==> src/rtl/up_dn_pkg.sv <==
// Shared types and constants for the up/down command generator.
package up_dn_pkg;

  // Repeat FSM states shared by the Up and Down buttons
  typedef enum logic [1:0] {
    IDLE = 2'd0,
    WAIT = 2'd1,
    RPT  = 2'd2
  } state_t;

  // Width of the counter value path (Load_Val / IN)
  localparam int CNT_W = 5;

  // Parameter defaults
  localparam int DB_CYCLES_DEF = 4;
  localparam int RPT_DELAY_DEF = 16;
  localparam int RPT_RATE_DEF  = 4;

  // Button slot indices in the debouncer bank
  localparam int BTN_UP   = 0;
  localparam int BTN_DOWN = 1;
  localparam int BTN_LOAD = 2;
  localparam int BTN_N    = 3;

  // Larger of two ints, used to size the shared repeat timer
  function automatic int max_int(input int a, input int b);
    return (a > b) ? a : b;
  endfunction

endpackage

==> src/rtl/btn_debounce.sv <==
// Two-flop synchronizer followed by a level debouncer for one raw button.
module btn_debounce
  import up_dn_pkg::*;
#(
  parameter int DB_CYCLES = DB_CYCLES_DEF
) (
  input  logic clk,
  input  logic rst_n,
  input  logic btn,
  output logic level
);

  localparam int CW = $clog2(DB_CYCLES + 1);

  logic          sync1_reg;
  logic          sync2_reg;
  logic          level_reg;
  logic [CW-1:0] cnt_reg;

  // Bring the raw button into the clock domain
  always_ff @(posedge clk or negedge rst_n) begin
    if (!rst_n) begin
      sync1_reg <= 1'b0;
      sync2_reg <= 1'b0;
    end else begin
      sync1_reg <= btn;
      sync2_reg <= sync1_reg;
    end
  end

  // Accept a new level only after DB_CYCLES consecutive disagreeing cycles;
  // the count never exceeds DB_CYCLES because reaching it commits the level
  always_ff @(posedge clk or negedge rst_n) begin
    if (!rst_n) begin
      level_reg <= 1'b0;
      cnt_reg   <= '0;
    end else if (sync2_reg == level_reg) begin
      cnt_reg <= '0;
    end else if (cnt_reg >= CW'(DB_CYCLES)) begin
      level_reg <= sync2_reg;
      cnt_reg   <= '0;
    end else begin
      cnt_reg <= cnt_reg + CW'(1);
    end
  end

  assign level = level_reg;

endmodule

==> src/rtl/up_dn_cmd_gen.sv <==
// Turns three bouncing buttons into one-cycle Load/Up/Down commands with
// auto-repeat on Up/Down and High/Low suppression from the counter.
module up_dn_cmd_gen
  import up_dn_pkg::*;
#(
  parameter int DB_CYCLES = DB_CYCLES_DEF,
  parameter int RPT_DELAY = RPT_DELAY_DEF,
  parameter int RPT_RATE  = RPT_RATE_DEF
) (
  input  logic             clk,
  input  logic             rst_n,
  input  logic             Btn_Up,
  input  logic             Btn_Down,
  input  logic             Btn_Load,
  input  logic [CNT_W-1:0] Load_Val,
  input  logic             High,
  input  logic             Low,
  output logic [CNT_W-1:0] IN,
  output logic             Load,
  output logic             Up,
  output logic             Down
);

  localparam int TMAX = max_int(RPT_DELAY, RPT_RATE);
  localparam int TW   = $clog2(TMAX + 1);

  logic [BTN_N-1:0] btn_raw;
  logic [BTN_N-1:0] db_lvl;
  logic [BTN_N-1:0] db_prev_reg;
  logic [BTN_N-1:0] rise;

  state_t           state_reg, state_next;
  logic [TW-1:0]    timer_reg, timer_next, timer_sat;
  logic             dir_reg, dir_next;      // 0: Up held, 1: Down held
  logic             fire_up, fire_dn;
  logic             load_fire;

  logic [CNT_W-1:0] in_reg;
  logic             load_reg, up_reg, dn_reg;

  assign btn_raw = {Btn_Load, Btn_Down, Btn_Up};

  for (genvar gi = 0; gi < BTN_N; gi++) begin : g_btn
    btn_debounce #(.DB_CYCLES(DB_CYCLES)) u_db (
      .clk   (clk),
      .rst_n (rst_n),
      .btn   (btn_raw[gi]),
      .level (db_lvl[gi])
    );
  end

  // Remember last debounced levels for rise detection
  always_ff @(posedge clk or negedge rst_n) begin
    if (!rst_n) db_prev_reg <= '0;
    else        db_prev_reg <= db_lvl;
  end

  assign rise = db_lvl & ~db_prev_reg;

  // Shared FSM conditions
  logic both_hi, start_up, start_dn, held_ok, delay_hit, rate_hit;
  assign both_hi   = db_lvl[BTN_UP] & db_lvl[BTN_DOWN];
  assign start_up  = rise[BTN_UP]   & ~db_lvl[BTN_DOWN];
  assign start_dn  = rise[BTN_DOWN] & ~db_lvl[BTN_UP];
  assign held_ok   = (dir_reg ? db_lvl[BTN_DOWN] : db_lvl[BTN_UP]) & ~both_hi;
  assign delay_hit = (timer_reg >= TW'(RPT_DELAY - 1));
  assign rate_hit  = (timer_reg >= TW'(RPT_RATE - 1));
  assign timer_sat = (timer_reg == TW'(TMAX)) ? timer_reg : timer_reg + TW'(1);
  assign load_fire = rise[BTN_LOAD];

  // FSM state, timer and held-direction registers
  always_ff @(posedge clk or negedge rst_n) begin
    if (!rst_n) begin
      state_reg <= IDLE;
      timer_reg <= '0;
      dir_reg   <= 1'b0;
    end else begin
      state_reg <= state_next;
      timer_reg <= timer_next;
      dir_reg   <= dir_next;
    end
  end

  // Next-state: timer restarts on every issued pulse so cadence is pulse-relative
  always_comb begin
    state_next = state_reg;
    timer_next = timer_sat;
    dir_next   = dir_reg;
    case (state_reg)
      IDLE: begin
        timer_next = '0;
        if (start_up) begin
          state_next = WAIT;
          dir_next   = 1'b0;
        end else if (start_dn) begin
          state_next = WAIT;
          dir_next   = 1'b1;
        end
      end
      WAIT: begin
        if (!held_ok) begin
          state_next = IDLE;
          timer_next = '0;
        end else if (delay_hit) begin
          state_next = RPT;
          timer_next = '0;
        end
      end
      RPT: begin
        if (!held_ok) begin
          state_next = IDLE;
          timer_next = '0;
        end else if (rate_hit) begin
          timer_next = '0;
        end
      end
      default: begin
        state_next = IDLE;
        timer_next = '0;
      end
    endcase
  end

  // Output decode: which direction the FSM wants to pulse this cycle
  always_comb begin
    fire_up = 1'b0;
    fire_dn = 1'b0;
    case (state_reg)
      IDLE: begin
        fire_up = start_up;
        fire_dn = start_dn;
      end
      WAIT: begin
        fire_up = held_ok & delay_hit & ~dir_reg;
        fire_dn = held_ok & delay_hit &  dir_reg;
      end
      RPT: begin
        fire_up = held_ok & rate_hit & ~dir_reg;
        fire_dn = held_ok & rate_hit &  dir_reg;
      end
      default: begin
        fire_up = 1'b0;
        fire_dn = 1'b0;
      end
    endcase
  end

  // Registered commands: Load wins, and High/Low mask only the pulse, not the FSM
  always_ff @(posedge clk or negedge rst_n) begin
    if (!rst_n) begin
      in_reg   <= '0;
      load_reg <= 1'b0;
      up_reg   <= 1'b0;
      dn_reg   <= 1'b0;
    end else begin
      load_reg <= load_fire;
      up_reg   <= fire_up & ~High & ~load_fire;
      dn_reg   <= fire_dn & ~Low  & ~load_fire;
      if (load_fire) in_reg <= Load_Val;
    end
  end

  assign IN   = in_reg;
  assign Load = load_reg;
  assign Up   = up_reg;
  assign Down = dn_reg;

endmodule

==> config.mk <==
export PLATFORM = sky130hd
export DESIGN_NAME = up_dn_cmd_gen
export DESIGN_NICKNAME = d
export VERILOG_FILES = /design/src/rtl/up_dn_pkg.sv /design/src/rtl/btn_debounce.sv /design/src/rtl/up_dn_cmd_gen.sv
export SDC_FILE = /design/constraint.sdc
export NUM_CORES = 1
export LEC_CHECK = 0
export ABC_AREA = 1
export CAP_MARGIN = 10
export CORE_UTILIZATION = 54
export CTS_CLUSTER_DIAMETER = 80
export DETAILED_ROUTE_END_ITERATION = 8
export PLACE_DENSITY_LB_ADDON = 0.3
export SLEW_MARGIN = 5
export SYNTH_ARGS = -nofsm -noshare
export SYNTH_HDL_FRONTEND = slang
export SYNTH_SLANG_ARGS = --single-unit
==> constraint.sdc <==
create_clock -name clk -period 2.2 [get_ports clk]
set_clock_uncertainty 0.15 [all_clocks]
set_input_delay 0.55 -clock clk [delete_from_list [all_inputs] [get_ports clk]]
set_output_delay 0.55 -clock clk [all_outputs]
set_load 0.02 [all_outputs]
==> impl_results.md <==
* Status: completed
* R2R Setup Slk at 400 ps
* Postcts setup bufs at 0
* Worst-Margin Slew at between 400 and 500 ps
* Synth warnings at 0
* RSZ-0062 raised after global routing: false
* Final ANT Viol Nets at 0
* Critical-path top delay cell: clkdlybuf4s50_1
* Leakage power at 0.972 nW
* WP data arrival at about 1300 ps
* Initial detailed-routing violation count at 32
* Pwr Density at 1140 nW/µm²
* Post-synth cell types at 22
* Final instance area at 1980 µm²
* Crit start category: flip-flop
* Fmax achieved at 497 MHz
* Vias in the first global route at 1134
* Inserted Clock Buffers at 5
* XOR/XNOR Fraction of Synth Area at 0.0156
* Post-Synth Simple-Gate Area at 0.243
* Tcrit/Tclk final at 0.915
* Initial Util at 0.590
* # DRC at 0
* EDFF count, synth at 0
* Worst path depth at 1
* Clk buf depth at 2
* Register area share after synthesis at 0.550
* Hold Path Stages at 0
* Syn avg cell area at roughly 9.6 µm²
* Gates resized, CTS repair at 0
* Placed inst area at 1920 µm²
* Sink Count at 37
* Clock transition at path regs at 110 ps
* Largest area contributor in the netlist: dfrtp_1
* Synth Area in Adders at 0.0967
* Total core area at between 2000 and 3000 µm²
* Post-synth top area share at 0.550
* Max stage delay on crit path at 610 ps
* Drt total wl at 2800 µm
* Setup TNS at 0 ps
* Grt total ovfl at 0
* Die height at 57.8 µm
* Final net count at 228
* I/O pin count at 20
* Hold_buf cts at 0
* DP HPWL at between 2000 and 2500 µm
* WP buf/inv at 1
* Met1 usage at 0.226
* Vias at 1189
* Detailed-route wire length per cell at ~12 µm
* Met2 Track Usage GR at 0.320
* Port-buffer cells at 19
* Row cnt at 19
* Final hold violation count at 0
* Worst EP required at 1500 ps
* Pin count of the biggest net entering global routing at 38
* Worst r2r path cells at 10
* Worst R2R Start: timer_reg[0]
* Seq cells post-synth at 37
* Critical path type: flip-flop to primary output
* Ys async rst share at 1.00
* Root Buffer: clkbuf_4
* Via density at 5.08
* Maxcap violations at 0
* Drt pass-1 iters at 4
* Filler cells at 206
* Max_slew headroom at 0.704
* Max VDD drop at 0.808 mV
* Met3 usage at 0.0781
* Synthesized Nets at 201
* Synth-to-layout area growth at 17.5%
* Final slew viol count at 0
* Reg2Reg Capture Point: timer_reg[3]
* Hold WS at 205 ps
* Largest delay share family, worst path: buffers and inverters
* Critical Path Fanout Max at 2
* Post-synth top cells: dfrtp_1, nand2_1, inv_1
* Cell area after synthesis at 1680 µm²
* Initial antenna violation count at 0
* Max reg flops at 9
* N_diodes at 0
* Final Setup Violations at 0
* Post-synthesis compound-gate area fraction at 0.0320
* H-Tree Depth at 2
* Die area at 3340 µm²
* Cells after Synth at 176
* TritonCTS clock tree: yes
* Worst Setup EP: IN[3]
* Top post-synthesis cells by area: dfrtp_1, ha_1, nand2_1
* Worst-path cell chain: clkdlybuf4s50_1
* Largest family of logic cells by synthesized area: simple AND/OR/NAND/NOR gates
* Final GP Congestion at 0.838
* Busiest grt layer: met2
* Worst-skew pair later-pin latency at 340 ps
* Mux contribution to synthesized area at 0
* Tmin final at 2010 ps
* Worst Setup SP: IN[3]
* GRT Overall Usage at 0.193
* Layout cell share with drive strength beyond 1 at 0.113
* First-pass GRT wire length at 4710 µm
* Crit path capture type: primary output
* Primary FF master, synth: dfrtp_1
* Worst hold path class: flip-flop to flip-flop
* Die width at 57.8 µm
## layout by cell type, fill, tap and decap left out, types with 3 or more instances in the layout
cell type	n
clkdlybuf4s50_1	19
nor2_2	6
nor2_1	17
clkbuf_4	5
nand3_1	7
ha_1	13
nand2_2	4
nand4_1	6
a21oi_1	3
dfrtp_1	37
nand2_1	37
inv_1	28
o21ai_0	4
## how the worst min path moves through the flow
stage | slack (ps) | start | to
after global placement | 190 | g_btn[1].u_db.sync1_reg | g_btn[1].u_db.sync2_reg
after global routing | 210 | g_btn[1].u_db.sync1_reg | g_btn[1].u_db.sync2_reg
final | 200 | g_btn[1].u_db.sync1_reg | g_btn[1].u_db.sync2_reg
after CTS | 210 | g_btn[1].u_db.sync1_reg | g_btn[1].u_db.sync2_reg
after floorplan | 100 | rst_n | Down
after detailed placement | 190 | g_btn[1].u_db.sync1_reg | g_btn[1].u_db.sync2_reg
## power breakdown
group	internal [mW]	total (mW)	switching [mW]
Combinational	0.345	0.859	0.514
Sequential	0.879	1.02	0.144
Clock	0.150	0.365	0.216
## per-stage QoR
step	util	total power, mW	std cells	worst slack (ps)
6_report	0.693	2.25	234	188
5_1_grt	0.693	2.42	234	136
4_1_cts	0.693	2.27	234	175
3_5_place_dp	0.673	1.89	227	408
3_3_place_gp	0.673	1.84	227	521
2_1_floorplan	-	1.60	176	575
## area by class of cell
class / count / area, µm² / share of cell area
multi-input combinational: 111 / 652 / 0.330
clock inverter: 1 / 7.51 / 0.00380
sequential: 37 / 926 / 0.468
inverter: 28 / 105 / 0.0531
tap: 31 / 38.8 / 0.0196
clock buffer: 6 / 51.3 / 0.0259
timing repair buffer: 20 / 198 / 0.0999
## metal layers
layer	wire length (µm)	vias up
li1	-	592
met1	1270	566
met2	1350	27
met3	153	4
met4	26	0
met5	0	-
## cell families (layout without fill, tap and decap cells)
logic type                 count (synthesis)  in the layout
xor gates and xnor gates                   3              3
AOI/OAI and AO/OA                          9              9
adders and majority gates                 13             13
and+or+nand+nor                           86             86
DFF                                       37             37
buffers and inverters                     28             55
(Power assumes the default switching activity.)
